## src/rtl/id_ex_hazard_stage_if.sv

```systemverilog
// rtl/id_ex_hazard_stage_if.sv - decode-side and ID/EX-side signal bundle for the hazard stage
//
// Purpose: carries the decode-stage instruction fields, operands and control
// into the ID/EX register. It carries the registered ID/EX values, the stall
// enables and the stall counter back out.
// Modports:
//   slave  - the ID/EX stage: consumes IF_ID_*, ID_*, Flush and Hold, and
//            drives ID_EX_*, PCWrite, IF_ID_Write and Stall_Count.
//   master - the decode side / environment: the mirror image of slave.
interface id_ex_hazard_stage_if #(
  parameter int DATA_W = 32,
  parameter int CNT_W  = 16
);
  logic [4:0]        IF_ID_rs;
  logic [4:0]        IF_ID_rt;
  logic [4:0]        IF_ID_rd;
  logic [DATA_W-1:0] ID_ReadData1;
  logic [DATA_W-1:0] ID_ReadData2;
  logic [DATA_W-1:0] ID_Imm;
  logic              ID_RegWrite;
  logic              ID_MemRead;
  logic              ID_MemWrite;
  logic              ID_MemToReg;
  logic              ID_ALUSrc;
  logic              ID_RegDst;
  logic [1:0]        ID_ALUOp;
  logic              Flush;
  logic              Hold;

  logic [4:0]        ID_EX_rs;
  logic [4:0]        ID_EX_rt;
  logic [4:0]        ID_EX_rd;
  logic [DATA_W-1:0] ID_EX_ReadData1;
  logic [DATA_W-1:0] ID_EX_ReadData2;
  logic [DATA_W-1:0] ID_EX_Imm;
  logic              ID_EX_RegWrite;
  logic              ID_EX_MemRead;
  logic              ID_EX_MemWrite;
  logic              ID_EX_MemToReg;
  logic              ID_EX_ALUSrc;
  logic              ID_EX_RegDst;
  logic [1:0]        ID_EX_ALUOp;
  logic              PCWrite;
  logic              IF_ID_Write;
  logic [CNT_W-1:0]  Stall_Count;

  modport slave (
    input  IF_ID_rs, IF_ID_rt, IF_ID_rd,
    input  ID_ReadData1, ID_ReadData2, ID_Imm,
    input  ID_RegWrite, ID_MemRead, ID_MemWrite, ID_MemToReg, ID_ALUSrc, ID_RegDst,
    input  ID_ALUOp, Flush, Hold,
    output ID_EX_rs, ID_EX_rt, ID_EX_rd,
    output ID_EX_ReadData1, ID_EX_ReadData2, ID_EX_Imm,
    output ID_EX_RegWrite, ID_EX_MemRead, ID_EX_MemWrite, ID_EX_MemToReg,
    output ID_EX_ALUSrc, ID_EX_RegDst, ID_EX_ALUOp,
    output PCWrite, IF_ID_Write, Stall_Count
  );

  modport master (
    output IF_ID_rs, IF_ID_rt, IF_ID_rd,
    output ID_ReadData1, ID_ReadData2, ID_Imm,
    output ID_RegWrite, ID_MemRead, ID_MemWrite, ID_MemToReg, ID_ALUSrc, ID_RegDst,
    output ID_ALUOp, Flush, Hold,
    input  ID_EX_rs, ID_EX_rt, ID_EX_rd,
    input  ID_EX_ReadData1, ID_EX_ReadData2, ID_EX_Imm,
    input  ID_EX_RegWrite, ID_EX_MemRead, ID_EX_MemWrite, ID_EX_MemToReg,
    input  ID_EX_ALUSrc, ID_EX_RegDst, ID_EX_ALUOp,
    input  PCWrite, IF_ID_Write, Stall_Count
  );
endinterface

```

## src/rtl/id_ex_hazard_stage.sv

```systemverilog
// rtl/id_ex_hazard_stage.sv - ID/EX pipeline register with load-use hazard detection
//
// Purpose: registers the decode instruction into ID/EX. It detects a load-use
// dependency on the instruction already in ID/EX and injects a one-cycle
// bubble while freezing PC and IF/ID. It also honours a branch Flush and a
// global Hold, and counts load-use stall cycles with a saturating counter.
// Ports:
//   clk   - rising-edge clock
//   rst_n - asynchronous active-low reset
//   bus   - id_ex_hazard_stage_if.slave; its DATA_W/CNT_W must match this module's
module id_ex_hazard_stage #(
  parameter int DATA_W = 32,
  parameter int CNT_W  = 16
) (
  input  logic                       clk,
  input  logic                       rst_n,
  id_ex_hazard_stage_if.slave        bus
);

  logic hazard;
  logic bubble;
  logic count_en;

  // A load whose destination is read by the decode instruction cannot be
  // forwarded in time. r0 is hard-wired zero, so it is never a real dependency.
  assign hazard = bus.ID_EX_MemRead && (bus.ID_EX_rt != 5'd0) &&
                  ((bus.ID_EX_rt == bus.IF_ID_rs) || (bus.ID_EX_rt == bus.IF_ID_rt));

  // Flush outranks the hazard: the dependent instruction is being squashed
  // anyway, so the redirect must go ahead and nothing is counted.
  assign bubble   = bus.Flush || hazard;
  assign count_en = !bus.Hold && !bus.Flush && hazard &&
                    (bus.Stall_Count != {CNT_W{1'b1}});

  always_comb begin
    bus.PCWrite     = 1'b1;
    bus.IF_ID_Write = 1'b1;
    if (bus.Hold || (!bus.Flush && hazard)) begin
      bus.PCWrite     = 1'b0;
      bus.IF_ID_Write = 1'b0;
    end
  end

  always_ff @(posedge clk or negedge rst_n) begin
    if (!rst_n) begin
      bus.ID_EX_rs        <= 5'd0;
      bus.ID_EX_rt        <= 5'd0;
      bus.ID_EX_rd        <= 5'd0;
      bus.ID_EX_ReadData1 <= '0;
      bus.ID_EX_ReadData2 <= '0;
      bus.ID_EX_Imm       <= '0;
      bus.ID_EX_RegWrite  <= 1'b0;
      bus.ID_EX_MemRead   <= 1'b0;
      bus.ID_EX_MemWrite  <= 1'b0;
      bus.ID_EX_MemToReg  <= 1'b0;
      bus.ID_EX_ALUSrc    <= 1'b0;
      bus.ID_EX_RegDst    <= 1'b0;
      bus.ID_EX_ALUOp     <= 2'b00;
    end else if (!bus.Hold) begin
      // Fields and data always follow decode; only control is squashed by a bubble.
      bus.ID_EX_rs        <= bus.IF_ID_rs;
      bus.ID_EX_rt        <= bus.IF_ID_rt;
      bus.ID_EX_rd        <= bus.IF_ID_rd;
      bus.ID_EX_ReadData1 <= bus.ID_ReadData1;
      bus.ID_EX_ReadData2 <= bus.ID_ReadData2;
      bus.ID_EX_Imm       <= bus.ID_Imm;
      bus.ID_EX_RegWrite  <= bubble ? 1'b0 : bus.ID_RegWrite;
      bus.ID_EX_MemRead   <= bubble ? 1'b0 : bus.ID_MemRead;
      bus.ID_EX_MemWrite  <= bubble ? 1'b0 : bus.ID_MemWrite;
      bus.ID_EX_MemToReg  <= bubble ? 1'b0 : bus.ID_MemToReg;
      bus.ID_EX_ALUSrc    <= bubble ? 1'b0 : bus.ID_ALUSrc;
      bus.ID_EX_RegDst    <= bubble ? 1'b0 : bus.ID_RegDst;
      bus.ID_EX_ALUOp     <= bubble ? 2'b00 : bus.ID_ALUOp;
    end
  end

  always_ff @(posedge clk or negedge rst_n) begin
    if (!rst_n) begin
      bus.Stall_Count <= '0;
    end else if (count_en) begin
      bus.Stall_Count <= bus.Stall_Count + 1'b1;
    end
  end

endmodule

```

## src/flat_wrapper.sv

```systemverilog
// flat-port wrapper written by rule: the top's interface ports become plain ports
module id_ex_hazard_stage_flat 
#(
  parameter int DATA_W = 32,
  parameter int CNT_W  = 16
)
  (clk, rst_n, bus_IF_ID_rs, bus_IF_ID_rt, bus_IF_ID_rd, bus_ID_ReadData1, bus_ID_ReadData2, bus_ID_Imm, bus_ID_RegWrite, bus_ID_MemRead, bus_ID_MemWrite, bus_ID_MemToReg, bus_ID_ALUSrc, bus_ID_RegDst, bus_ID_ALUOp, bus_Flush, bus_Hold, bus_ID_EX_rs, bus_ID_EX_rt, bus_ID_EX_rd, bus_ID_EX_ReadData1, bus_ID_EX_ReadData2, bus_ID_EX_Imm, bus_ID_EX_RegWrite, bus_ID_EX_MemRead, bus_ID_EX_MemWrite, bus_ID_EX_MemToReg, bus_ID_EX_ALUSrc, bus_ID_EX_RegDst, bus_ID_EX_ALUOp, bus_PCWrite, bus_IF_ID_Write, bus_Stall_Count);
  id_ex_hazard_stage_if #(.DATA_W(DATA_W), .CNT_W(CNT_W)) bus_i ();
  input  logic clk;
  input  logic rst_n;
  input wire logic [$bits(bus_i.IF_ID_rs)-1:0] bus_IF_ID_rs;
  input wire logic [$bits(bus_i.IF_ID_rt)-1:0] bus_IF_ID_rt;
  input wire logic [$bits(bus_i.IF_ID_rd)-1:0] bus_IF_ID_rd;
  input wire logic [$bits(bus_i.ID_ReadData1)-1:0] bus_ID_ReadData1;
  input wire logic [$bits(bus_i.ID_ReadData2)-1:0] bus_ID_ReadData2;
  input wire logic [$bits(bus_i.ID_Imm)-1:0] bus_ID_Imm;
  input wire logic [$bits(bus_i.ID_RegWrite)-1:0] bus_ID_RegWrite;
  input wire logic [$bits(bus_i.ID_MemRead)-1:0] bus_ID_MemRead;
  input wire logic [$bits(bus_i.ID_MemWrite)-1:0] bus_ID_MemWrite;
  input wire logic [$bits(bus_i.ID_MemToReg)-1:0] bus_ID_MemToReg;
  input wire logic [$bits(bus_i.ID_ALUSrc)-1:0] bus_ID_ALUSrc;
  input wire logic [$bits(bus_i.ID_RegDst)-1:0] bus_ID_RegDst;
  input wire logic [$bits(bus_i.ID_ALUOp)-1:0] bus_ID_ALUOp;
  input wire logic [$bits(bus_i.Flush)-1:0] bus_Flush;
  input wire logic [$bits(bus_i.Hold)-1:0] bus_Hold;
  output wire logic [$bits(bus_i.ID_EX_rs)-1:0] bus_ID_EX_rs;
  output wire logic [$bits(bus_i.ID_EX_rt)-1:0] bus_ID_EX_rt;
  output wire logic [$bits(bus_i.ID_EX_rd)-1:0] bus_ID_EX_rd;
  output wire logic [$bits(bus_i.ID_EX_ReadData1)-1:0] bus_ID_EX_ReadData1;
  output wire logic [$bits(bus_i.ID_EX_ReadData2)-1:0] bus_ID_EX_ReadData2;
  output wire logic [$bits(bus_i.ID_EX_Imm)-1:0] bus_ID_EX_Imm;
  output wire logic [$bits(bus_i.ID_EX_RegWrite)-1:0] bus_ID_EX_RegWrite;
  output wire logic [$bits(bus_i.ID_EX_MemRead)-1:0] bus_ID_EX_MemRead;
  output wire logic [$bits(bus_i.ID_EX_MemWrite)-1:0] bus_ID_EX_MemWrite;
  output wire logic [$bits(bus_i.ID_EX_MemToReg)-1:0] bus_ID_EX_MemToReg;
  output wire logic [$bits(bus_i.ID_EX_ALUSrc)-1:0] bus_ID_EX_ALUSrc;
  output wire logic [$bits(bus_i.ID_EX_RegDst)-1:0] bus_ID_EX_RegDst;
  output wire logic [$bits(bus_i.ID_EX_ALUOp)-1:0] bus_ID_EX_ALUOp;
  output wire logic [$bits(bus_i.PCWrite)-1:0] bus_PCWrite;
  output wire logic [$bits(bus_i.IF_ID_Write)-1:0] bus_IF_ID_Write;
  output wire logic [$bits(bus_i.Stall_Count)-1:0] bus_Stall_Count;
  assign bus_i.IF_ID_rs = bus_IF_ID_rs;
  assign bus_i.IF_ID_rt = bus_IF_ID_rt;
  assign bus_i.IF_ID_rd = bus_IF_ID_rd;
  assign bus_i.ID_ReadData1 = bus_ID_ReadData1;
  assign bus_i.ID_ReadData2 = bus_ID_ReadData2;
  assign bus_i.ID_Imm = bus_ID_Imm;
  assign bus_i.ID_RegWrite = bus_ID_RegWrite;
  assign bus_i.ID_MemRead = bus_ID_MemRead;
  assign bus_i.ID_MemWrite = bus_ID_MemWrite;
  assign bus_i.ID_MemToReg = bus_ID_MemToReg;
  assign bus_i.ID_ALUSrc = bus_ID_ALUSrc;
  assign bus_i.ID_RegDst = bus_ID_RegDst;
  assign bus_i.ID_ALUOp = bus_ID_ALUOp;
  assign bus_i.Flush = bus_Flush;
  assign bus_i.Hold = bus_Hold;
  assign bus_ID_EX_rs = bus_i.ID_EX_rs;
  assign bus_ID_EX_rt = bus_i.ID_EX_rt;
  assign bus_ID_EX_rd = bus_i.ID_EX_rd;
  assign bus_ID_EX_ReadData1 = bus_i.ID_EX_ReadData1;
  assign bus_ID_EX_ReadData2 = bus_i.ID_EX_ReadData2;
  assign bus_ID_EX_Imm = bus_i.ID_EX_Imm;
  assign bus_ID_EX_RegWrite = bus_i.ID_EX_RegWrite;
  assign bus_ID_EX_MemRead = bus_i.ID_EX_MemRead;
  assign bus_ID_EX_MemWrite = bus_i.ID_EX_MemWrite;
  assign bus_ID_EX_MemToReg = bus_i.ID_EX_MemToReg;
  assign bus_ID_EX_ALUSrc = bus_i.ID_EX_ALUSrc;
  assign bus_ID_EX_RegDst = bus_i.ID_EX_RegDst;
  assign bus_ID_EX_ALUOp = bus_i.ID_EX_ALUOp;
  assign bus_PCWrite = bus_i.PCWrite;
  assign bus_IF_ID_Write = bus_i.IF_ID_Write;
  assign bus_Stall_Count = bus_i.Stall_Count;
  id_ex_hazard_stage #(.DATA_W(DATA_W), .CNT_W(CNT_W)) u_core (.clk(clk), .rst_n(rst_n), .bus(bus_i));
endmodule
```

## config.mk

```make
export PLATFORM = sky130hd
export DESIGN_NAME = id_ex_hazard_stage_flat
export DESIGN_NICKNAME = d
export VERILOG_FILES = /design/src/rtl/id_ex_hazard_stage_if.sv /design/src/rtl/id_ex_hazard_stage.sv /design/src/flat_wrapper.sv
export SDC_FILE = /design/constraint.sdc
export NUM_CORES = 1
export LEC_CHECK = 0
export CORE_UTILIZATION = 44
export DETAILED_ROUTE_END_ITERATION = 8
export PLACE_DENSITY = 0.86
export SYNTH_ARGS = -nofsm -noshare
export SYNTH_HDL_FRONTEND = slang
export SYNTH_SLANG_ARGS = --single-unit
```

## constraint.sdc

```tcl
create_clock -name clk -period 3.1 [get_ports clk]
set_input_delay 0.93 -clock clk [delete_from_list [all_inputs] [get_ports clk]]
set_output_delay 0.93 -clock clk [all_outputs]
set_load 0.01 [all_outputs]
```

**After elaboration in Yosys (flattened, before gate mapping)**

Cells that the tools add are included.

- Add/sub/neg operators: 1
- Equal/unequal tests: 3
- Multiplexer cells: 8
- Reductions and logical operators: 12

Operator list:

| cell | number |
|---|---|
| adder 16 x 1 -> 16 bit (second input constant) | 1 |
| != test 16 bit (second input constant) | 1 |
| equality test 5 bit | 2 |
| 2-to-1 mux 1 bit | 7 |
| logical AND 1 bit | 6 |
| nonzero test 5 bit | 1 |
| logical OR 1 bit | 3 |
| logical NOT 1 bit | 2 |
| 2-to-1 mux 2 bit | 1 |

- Register bits: 135
- Input bits: 123
- Output and inout bits: 137
- Logic and storage cells: 38

**Logic depth before layout (Yosys ltp)**

Gate-level depths: netlist (run 1).

- Depth in word-level cells: 6
- Gate-level depth with buffers: 7
- Mapped depth without buffers: 6

**Least setup slack after synthesis (run 1)**

OpenSTA, ideal clock, no wires.

- Kind: in2out
- Start point: input bus_IF_ID_rs[1]
- End point: output bus_PCWrite
- Arrival: 1.859 ns
- Data required time: 2.170 ns
- Slack: 0.311 ns
- Stages on the path: 6
- Path buffers: 1
- Path through: xor2_1 nor3_2 a22oi_2 nor3_1 nor2_1 buf_4

- Cells in the longest elaborated chain, start to end: 6

RTL lines:

| what | RTL line | text |
|---|---|---|
| from (decl) | flat_wrapper.sv:11 | `input wire logic [$bits(bus_i.IF_ID_rs)-1:0] bus_IF_ID_rs;` |
| equality test 5 bit | id_ex_hazard_stage.sv:27 | `((bus.ID_EX_rt == bus.IF_ID_rs) \|\| (bus.ID_EX_rt == bus.IF_ID_rt));` |
| logical OR 1 bit | id_ex_hazard_stage.sv:27 |  |
| logical AND 1 bit | id_ex_hazard_stage.sv:26 | `assign hazard = bus.ID_EX_MemRead && (bus.ID_EX_rt != 5'd0) &&` |
| logical AND 1 bit | id_ex_hazard_stage.sv:38 | `if (bus.Hold \|\| (!bus.Flush && hazard)) begin` |
| logical OR 1 bit | id_ex_hazard_stage.sv:38 |  |
| 2-to-1 mux 1 bit | - |  |
| to (decl) | flat_wrapper.sv:39 | `output wire logic [$bits(bus_i.PCWrite)-1:0] bus_PCWrite;` |

No other way between the ends.

**Worst setup path in the final report (run 1)**

- Start point: input bus_IF_ID_rs[4]
- End point: output bus_PCWrite

- Cells in the longest elaborated chain, start to end: 6

RTL lines:

| what | RTL line |
|---|---|
| equality test 5 bit | id_ex_hazard_stage.sv:27 |
| logical OR 1 bit | id_ex_hazard_stage.sv:27 |
| logical AND 1 bit | id_ex_hazard_stage.sv:26 |
| logical AND 1 bit | id_ex_hazard_stage.sv:38 |
| logical OR 1 bit | id_ex_hazard_stage.sv:38 |
| 2-to-1 mux 1 bit | id_ex_hazard_stage.sv:38 |

No other way between the ends.

==> impl_metrics.ini, run 1 <==
[cells_and_area]
n_antenna_cell = 0
fill_cells = 791
drive_above_1_share_pct = 27.52
finalNonFillerCells = 783
multi_input_area_mm2 = 0.001961
seqCellArea_mm2 = 0.003378
syn2layout_area_growth_pct = 63.17
finalNetCount = 747

[global_routing]
grt_antenna_before_repair = 0
overflow = 0
grtUsageTotal_pct = 22.34
grt_pass1_wl_um = 21630
grt_pass1_vias = 4314
grt_max_degree = 128

[clock_tree]
clk_latency_ns = 0.40
cts.clk_slew.worst_paths_ns = 0.05
numCtsBuffers = 17
cts_root_buffer = clkbuf_16
ctsHoldBuffers = 0
cts-htree-levels = 4
clock_path_buffers = 2
cts.sinks = 135
tritoncts = yes

[synthesis]
ys_types = 32
yosys_warnings = 0
synth_edf_count = 0
syn_area_mm2 = 0.005405
synth_area_leaders = dfrtp_1 (63%), mux2_2 (23%), xor2_1 (1.9%), xnor2_1 (1.8%), a22o_1 (1.3%)
yosysSeqAreaShare_pct = 62.50
synth_ff_type = dfrtp_1
async_flop_share_pct = 100.0
netlist.top_cell.by_area = dfrtp_1
syn_avg_cell_area_um2 = 15.40
ys_seq_elements = 135
synthCells = 351
syn_nets = 475
synth.top_cell.area_share_pct = 62.50

[power]
p_int_mw = 3.852
clockPowerShare_pct = 41.5
sequentialPowerShare_pct = 40.8
combPwrFrac_pct = 17.7
power_leakage_nw = 3.675
total_switching_power_mw = 1.109
p_sw_share_pct = 22.35
power_density_mw_per_mm2 = 562.5
ir_worst_vdd_v = 0.0003625
power_mw = 4.961

[floorplan]
fp-row-count = 40
start_util_pct = 45.00
die_w_um = 112.8
die_area_mm2 = 0.01273
core_area_mm2 = 0.01201
die_h_um = 112.8
io_pins = 260

[sta]
worst_pin_slew_ns = 0.6466
timing.slew.headroom_pct = 56.89
hold_viol = 0
finalHoldWorstSlack_ns = 0.4039
fin_crit_ns = 2.999
fmax_mhz = 333.4
drv_slew = 0
fin_skew_ns = 0.003264
setup_violations = 0
grt_setup_unrepaired = false
fin_crit_sh_pct = 96.76

[setup_path]
worst-path-buf-inv = 2
crit_required_ns = 2.17
cp_max_fo = 2
start_kind = input pin
cp.arrival_ns = 2.07
end_kind = output pin
setup.worst_path.start = bus_IF_ID_rs[4]
crit_family = simple AND/OR/NAND/NOR gates
crit_slowest_cell = dlygate4sd2_1
r2r_start = u_core.bus.ID_EX_rt[1]
setup.worst_path.class = input pin to output pin
crit_path_max_incr_delay_ns = 0.26
cp_cell_sequence = dlygate4sd2_1 -> xor2_1 -> nor3_2 -> a22oi_2 -> nor3_1 -> nor2_1 -> buf_2

[drt]
firstDrtPassIters = 4
drc = 0
drtAntennaViolNets = 0
viasPerCell = 4.996
avgRoutedWirePerCell_um = 17.48
vias = 3912
first_iter_violations = 169
routed_wl_um = 13690

[place]
gp_congestion = 0.7784
io_buffers = 259
dp_hpwl_um = 10010
dp_cells = 750

[status]
status = completed

[job]
maxCapViolCount = 0

[min_path]
hold_class = input pin to asynchronous set/reset pin
[layout make-up]
type / count / share of cell area [%]
clock buffer: 25 / 5.731
clock inverter: 7 / 1.305
multi-input combinational: 199 / 22.23
sequential: 135 / 38.30
tap: 147 / 2.085
timing repair buffer: 270 / 30.34
[worst register-to-register path, stage by stage, from the launching register on]
cell and delay [ns]:
dfrtp_1 0.50, xor2_2 0.24, nor3_2 0.15, a22oi_2 0.11, buf_4 0.14, buf_4 0.15, nor4bb_2 0.34, buf_4 0.24
nand4_4 0.12, xnor2_2 0.15
[cells in the final DEF, fill, tap and decap left out, types with 5 or more instances in the layout]
cell type	netlist	layout
clkbuf_8	0	5
mux2_2	112	112
dlygate4sd2_1	0	10
nand2_1	5	5
nor2b_1	8	8
clkdlybuf4s50_1	0	245
buf_4	1	10
clkbuf_16	0	17
nor2_1	7	6
xor2_1	12	11
nand3_2	6	6
a22o_1	8	8
xnor2_1	11	11
nand3_1	6	6
dfrtp_1	135	135
[layer usage]
layer	wire (um)	vias to the layer above	global-route usage, %
li1	-	1779	-
met1	5084	1943	24.02
met2	7094	161	38.60
met3	1126	29	8.516
met4	382	0	11.02
met5	0	-	0
[registers in the layout, indices dropped and copies added, names as in the netlist, 2 cells and up]
| register | flops |
|---|---|
| u_core.bus.ID_EX_Imm | 32 |
| u_core.bus.ID_EX_ALUOp | 2 |
| u_core.bus.ID_EX_rs | 5 |
| u_core.bus.ID_EX_rd | 5 |
| u_core.bus.ID_EX_ReadData2 | 32 |
| u_core.bus.ID_EX_rt | 5 |
| u_core.bus.ID_EX_ReadData1 | 32 |
| u_core.bus.Stall_Count | 16 |
[worst paths after layout]
path / endpoint / slack, ns / depth (start not counted)
worst max-delay path: bus_PCWrite / 0.10 / 7
worst min-delay path: u_core.bus.ID_EX_rt[4] / 0.40 / 1
worst max register to register: u_core.bus.Stall_Count[3] / 0.84 / 9
worst min register to register: u_core.bus.ID_EX_rd[0] / 0.50 / 1
max in group asynchronous: u_core.bus.ID_EX_Imm[17] / 1.95 / 2
min in group clk: u_core.bus.ID_EX_rd[0] / 0.50 / 1
[what timing repair did]
action / CTS / global route
endpoints found under the setup margin: 2 / 0
endpoints found under the hold margin: 0 / 0
resized for setup: 20 / 0
setup buffers: 1 / 0
[stage by stage]
stage / worst slack, ns / TNS [ns] / cell area (um^2) / util [%]
after floorplan: 0.3111 / 0 / 5405 / -
after global placement: -0.5275 / -1.054 / 8204 / 68.30
after global routing: 0.002995 / 0 / 8820 / 73.43
after CTS: 0.09862 / 0 / 8820 / 73.43
final: 0.1006 / 0 / 8820 / 73.43
after detailed placement: -0.5539 / -1.097 / 8204 / 68.30
[kinds of logic after synthesis]
logic type | after synthesis | synth area share [%]
compound gates | 10 | 1.829
xor+xnor | 24 | 4.028
fa+ha+maj | 1 | 0.2314
buf+inv | 17 | 1.412
flops | 135 | 62.50
mux | 113 | 23.61
simple gates | 51 | 6.389
[power by group through the flow]
stage | clock network [mW] | logic [mW] | registers, mW
CTS | 2.11 | 0.890 | 2.02
global route | 2.19 | 0.936 | 2.04
finish | 2.06 | 0.879 | 2.02
detailed placement | 0 | 0.887 | 2.05
floorplan | 0 | 0.223 | 2.12
global placement | 0 | 0.869 | 2.04
[synthesized netlist by cell type (2+ instances only)]
cell type,instances
nor2_1,7
nand2_1,5
mux2_2,112
xor2_1,12
nor3_1,3
nor3_2,3
and3_1,2
nor2b_1,8
a22o_1,8
nand3_1,6
nand4_1,3
clkbuf_1,12
nand3_2,6
dfrtp_1,135
xnor2_1,11
buf_1,2
Note: power is estimated with default switching activity, not from simulation.
==> run 2: changes to the inputs <==
--- a/config.mk
+++ b/config.mk
@@ -8,6 +8,7 @@
 export CORE_UTILIZATION = 44
 export DETAILED_ROUTE_END_ITERATION = 8
 export PLACE_DENSITY = 0.86
+export SETUP_SLACK_MARGIN = 0.15
 export SYNTH_ARGS = -nofsm -noshare
 export SYNTH_HDL_FRONTEND = slang
 export SYNTH_SLANG_ARGS = --single-unit
==> impl_metrics.ini, run 2 (synthesis gave the netlist of run 1 again) <==
[min_path]
hold_class = input pin to asynchronous set/reset pin

[drt]
drtAntennaViolNets = 0
viasPerCell = 5.032
first_iter_violations = 147
firstDrtPassIters = 4
drc = 0
routed_wl_um = 13840
avgRoutedWirePerCell_um = 17.61
vias = 3955

[place]
dp_hpwl_um = 10010
placed_area_mm2 = 0.008204
io_buffers = 259
dpl_worst_slack_ns = -0.5539
gp_congestion = 0.7784

[clock_tree]
cts.sinks = 135
cts_root_buffer = clkbuf_16
tritoncts = yes
clk_latency_ns = 0.41
cts-htree-levels = 4
numCtsBuffers = 17
clock_path_buffers = 2
cts.clk_slew.worst_paths_ns = 0.05

[setup_path]
setup.worst_path.class = input pin to output pin
start_kind = input pin
cp_max_fo = 2
r2r_cells = 9
cp.arrival_ns = 1.94
end_kind = output pin
crit_required_ns = 2.17

[floorplan]
io_pins = 260
start_util_pct = 45.00
die_area_mm2 = 0.01273
core_area_mm2 = 0.01201
fp-row-count = 40
die_h_um = 112.8
die_w_um = 112.8

[status]
status = completed

[power]
ir_worst_vdd_v = 0.0003623
power_density_mw_per_mm2 = 563.0
power_leakage_nw = 3.681

[cells_and_area]
mostFrequentLayoutCell = clkdlybuf4s50_1
drive_above_1_share_pct = 29.73
final_area_mm2 = 0.008833
finalNetCount = 750
syn2layout_area_growth_pct = 63.43
layout_top_registers = u_core.bus.ID_EX_Imm x32, u_core.bus.ID_EX_ReadData1 x32, u_core.bus.ID_EX_ReadData2 x32
layout_common_cells = clkdlybuf4s50_1 (245), dfrtp_1 (134), mux2_2 (112), clkbuf_16 (17), buf_4 (13)
n_antenna_cell = 0

[sta]
fmax_mhz = 348.0
fin_crit_ns = 2.874
fin_crit_sh_pct = 92.71
finalWorstSetupSlack_ns = 0.2261
setup_violations = 0
hold_viol = 0
timing.slew.headroom_pct = 48.68
grt_setup_unrepaired = false
fin_skew_ns = 0.003466
worst_pin_slew_ns = 0.7697
drv_slew = 0

[global_routing]
grt_antenna_before_repair = 0
grtUsageTotal_pct = 22.41
grt_max_degree = 128
grt_pass1_vias = 4327
grt_pass1_wl_um = 21690
overflow = 0

[job]
maxCapViolCount = 0
-- run 2: changes by cell type in the layout (fill, tap and decap cells not counted), sizes merged --
cell         before  now
clkbuf           25   33
dlygate4sd2      10    2
buf              15   18
-- run 2: final cells by class --
| cell class | count | area [um^2] |
|---|---|---|
| Clock buffer | 25 | 505.5 |
| Timing Repair Buffer | 273 | 2669 |
| Multi-Input combinational cell | 199 | 1981 |
| Sequential cell | 135 | 3379 |
| Tap cell | 147 | 183.9 |
| Fill cell | 790 | 3178 |
| Clock inverter | 7 | 115.1 |
-- run 2: worst max-delay path, cell delays in order --
cell and delay, ns:
dlygate4sd2_1 0.25, xor2_1 0.13, nor2_1 0.08, a22oi_2 0.19, nor3_2 0.07, nor2_1 0.14, buf_2 0.16
-- run 2: path summary, 6_finish.rpt --
kind,start,end,slack (ns)
hold / removal,rst_n,u_core.bus.ID_EX_rt[4],0.40
setup reg to reg,u_core.bus.ID_EX_rt[1],u_core.bus.Stall_Count[3],0.76
hold reg to reg,u_core.bus.ID_EX_rd[0],u_core.bus.ID_EX_rd[0],0.50
min in group clk,u_core.bus.ID_EX_rd[0],u_core.bus.ID_EX_rd[0],0.50
max in group asynchronous,rst_n,u_core.bus.ID_EX_Imm[17],1.95
setup / recovery,bus_IF_ID_rt[2],bus_PCWrite,0.23
-- run 2: report_power, final --
group	switching [mW]	total [mW]	internal, mW
Sequential	0.0994	2.02	1.92
Clock	0.693	2.06	1.37
Combinational	0.324	0.889	0.565
Total	1.12	4.97	3.86
-- run 2: stage by stage --
stage          hold slack [ns]  power (mW)  util, %  instances  TNS (ns)
2_1_floorplan           0.5244       2.341        -        351         0
3_3_place_gp            0.4863       2.907    68.30        750    -1.054
3_5_place_dp            0.4928       2.936    68.30        750    -1.097
4_1_cts                 0.4012       5.025    73.59        784         0
5_1_grt                 0.4203       5.174    73.54        786         0
6_report                0.4036       4.973    73.54        786         0
-- run 2: timing repair --
action                     CTS  global route
hold buffers                 0             0
setup buffers                2             2
gates cloned                 0             0
resized for setup           25            15
setup endpoints to repair    2             2
pin swaps                   10             9
-- run 2: routing by layer --
layer	part of all wire (%)	vias to the layer above	GRT usage, %	wire length, um
met2	52	171	38.68	7223
met3	8.2	33	8.516	1141
met4	2.9	0	11.02	406
met1	37	1962	24.17	5065
li1	-	1789	-	-
met5	0	-	0	0
==> variant (config.mk and constraints of run 1) <==
`DATA_W` is set to 32 in 3 places; all go to 64.
--- a/src/rtl/id_ex_hazard_stage_if.sv
+++ b/src/rtl/id_ex_hazard_stage_if.sv
@@ -8,7 +8,7 @@
 //            drives ID_EX_*, PCWrite, IF_ID_Write and Stall_Count.
 //   master - the decode side / environment: the mirror image of slave.
 interface id_ex_hazard_stage_if #(
-  parameter int DATA_W = 32,
+  parameter int DATA_W = 64,
   parameter int CNT_W  = 16
 );
   logic [4:0]        IF_ID_rs;
--- a/src/rtl/id_ex_hazard_stage.sv
+++ b/src/rtl/id_ex_hazard_stage.sv
@@ -9,7 +9,7 @@
 //   rst_n - asynchronous active-low reset
 //   bus   - id_ex_hazard_stage_if.slave; its DATA_W/CNT_W must match this module's
 module id_ex_hazard_stage #(
-  parameter int DATA_W = 32,
+  parameter int DATA_W = 64,
   parameter int CNT_W  = 16
 ) (
   input  logic                       clk,
--- a/src/flat_wrapper.sv
+++ b/src/flat_wrapper.sv
@@ -1,7 +1,7 @@
 // flat-port wrapper written by rule: the top's interface ports become plain ports
 module id_ex_hazard_stage_flat 
 #(
-  parameter int DATA_W = 32,
+  parameter int DATA_W = 64,
   parameter int CNT_W  = 16
 )
   (clk, rst_n, bus_IF_ID_rs, bus_IF_ID_rt, bus_IF_ID_rd, bus_ID_ReadData1, bus_ID_ReadData2, bus_ID_Imm, bus_ID_RegWrite, bus_ID_MemRead, bus_ID_MemWrite, bus_ID_MemToReg, bus_ID_ALUSrc, bus_ID_RegDst, bus_ID_ALUOp, bus_Flush, bus_Hold, bus_ID_EX_rs, bus_ID_EX_rt, bus_ID_EX_rd, bus_ID_EX_ReadData1, bus_ID_EX_ReadData2, bus_ID_EX_Imm, bus_ID_EX_RegWrite, bus_ID_EX_MemRead, bus_ID_EX_MemWrite, bus_ID_EX_MemToReg, bus_ID_EX_ALUSrc, bus_ID_EX_RegDst, bus_ID_EX_ALUOp, bus_PCWrite, bus_IF_ID_Write, bus_Stall_Count);
Interface: changed (6 resized); port bits go from 260 to 452. No check against the original RTL was run, so the function may have changed too.
==> variant against run 1 <==
Cell area is 66% higher; die area rose by 64%; sequential cell count increased by 96; hold slack worse by 38 ps; wire length up 92%; core utilization rose by 0.74 points; setup slack better by 20 ps; fmax rose by 0.66%; non-clock buffer count is 193 higher; largest power group is now sequential cells; synthesized area up 65%; final cell count up 66%; power up 62%.
==> variant: results (changes against run 1) <==
* Share of the final layout cell area in multi-input gates at 0.208 (was 0.222)
* Power in combinational cells at 0.00155 W (was 0.000879 W)
* Number of global-route vias before repair at 6869 (was 4314)
* Multi-input combinational gate total at 295 (was 199)
* Seq cells post-synth at 231 (was 135)
* Non-filler instance count after layout at 1299 (was 783)
* Largest vdd supply drop at 0.467 mV (was 0.362 mV)
* Per-cell routed wire length at 20.2 um (was 17.5 um)
* Buffer levels on the longest clock path at 3 (was 2)
* Sequential cell area at 5780 um^2 (was 3380 um^2)
* Largest net degree at the start of global routing at 123 (was 128)
* Total of fill cells in the finished design at 1281 (was 791)
* Met1 usage at 0.269 (was 0.240)
* Sw power at 0.00190 W (was 0.00111 W)
* Met2 routed WL at 13.9 mm (was 7.09 mm)
* Initial DRC count at 207 (was 169)
* Sequential share of cell area at 0.395 (was 0.383)
* Number of antenna violations at the first check in global routing at 1 (was 0)
* Clock network contribution to total cell area at 0.0576 (was 0.0704)
* Ranking of synthesized cells by instance count: 231 x sky130_fd_sc_hd__dfrtp_1, 208 x sky130_fd_sc_hd__mux2_2, 21 x sky130_fd_sc_hd__clkbuf_1, 12 x sky130_fd_sc_hd__xor2_1, 11 x sky130_fd_sc_hd__xnor2_1 (was 135 x sky130_fd_sc_hd__dfrtp_1, 112 x sky130_fd_sc_hd__mux2_2, 12 x sky130_fd_sc_hd__clkbuf_1, 12 x sky130_fd_sc_hd__xor2_1, 11 x sky130_fd_sc_hd__xnor2_1)
* Post-Place Setup Slack at -580 ps (was -554 ps)
* Total cell area at the placement stage at 13800 um^2 (was 8200 um^2)
* Multiplexer fraction of the synthesized cell area at 0.264 (was 0.236)
* Gr usage total at 0.246 (was 0.223)
* Port-buffer cells at 451 (was 259)
* RePlAce Congestion at 0.881 (was 0.778)
* Leakage power at 6.06 nW (was 3.67 nW)
* Adder-cell share of the synthesized area at 0.00140 (was 0.00231)
* Cts bufs inserted at 25 (was 17)
* Result of the run: complete, no violations (unchanged)
* Top area cells in the synthesized netlist: sky130_fd_sc_hd__dfrtp_1 65%, sky130_fd_sc_hd__mux2_2 26%, sky130_fd_sc_hd__xor2_1 1.2% (was sky130_fd_sc_hd__dfrtp_1 63%, sky130_fd_sc_hd__mux2_2 23%, sky130_fd_sc_hd__xor2_1 1.9%)
* Total power at 0.00805 W (was 0.00496 W)
* Wire length of the first global-routing pass at 38.3 mm (was 21.6 mm)
* Synthesized Nets at 774 (was 475)
* Count of buffers not belonging to the clock network in the layout at 463 (was 270)
* Global routing usage on met3 at 0.0775 (was 0.0852)
* Biggest registers after layout: u_core.bus.ID_EX_Imm x64, u_core.bus.ID_EX_ReadData1 x64, u_core.bus.ID_EX_ReadData2 x64 (was u_core.bus.ID_EX_Imm x32, u_core.bus.ID_EX_ReadData1 x32, u_core.bus.ID_EX_ReadData2 x32)
* H-tree depth at 1 (was 4)
* Number of nets in the layout at 1236 (was 747)
* Skew-Pair Late Insertion Delay at 500 ps (was 400 ps)
## variant: cell types whose count changed in the layout (fill, tap and decap cells not counted), sizes merged
| cell | change |
|---|---|
| mux2 | +96 |
| dfrtp | +96 |
| clkinvlp | -2 |
| clkbuf | +12 |
| clkinv | +3 |
| clkdlybuf4s50 | +192 |
| diode | +1 |
## variant: path summary, 6_finish.rpt
| path | startpoint | cells after the start | slack, ps | end |
|---|---|---|---|---|
| setup / recovery | bus_IF_ID_rs[4] | 7 | 120 | bus_PCWrite |
| hold reg to reg | u_core.bus.ID_EX_Imm[57] | 1 | 500 | u_core.bus.ID_EX_Imm[57] |
| setup reg to reg | u_core.bus.ID_EX_rt[1] | 8 | 860 | u_core.bus.Stall_Count[1] |
| hold / removal | rst_n | 1 | 370 | u_core.bus.ID_EX_ReadData1[42] |
| min in group clk | u_core.bus.ID_EX_Imm[57] | 1 | 500 | u_core.bus.ID_EX_Imm[57] |
| max in group asynchronous | rst_n | 2 | 1900 | u_core.bus.ID_EX_Imm[45] |
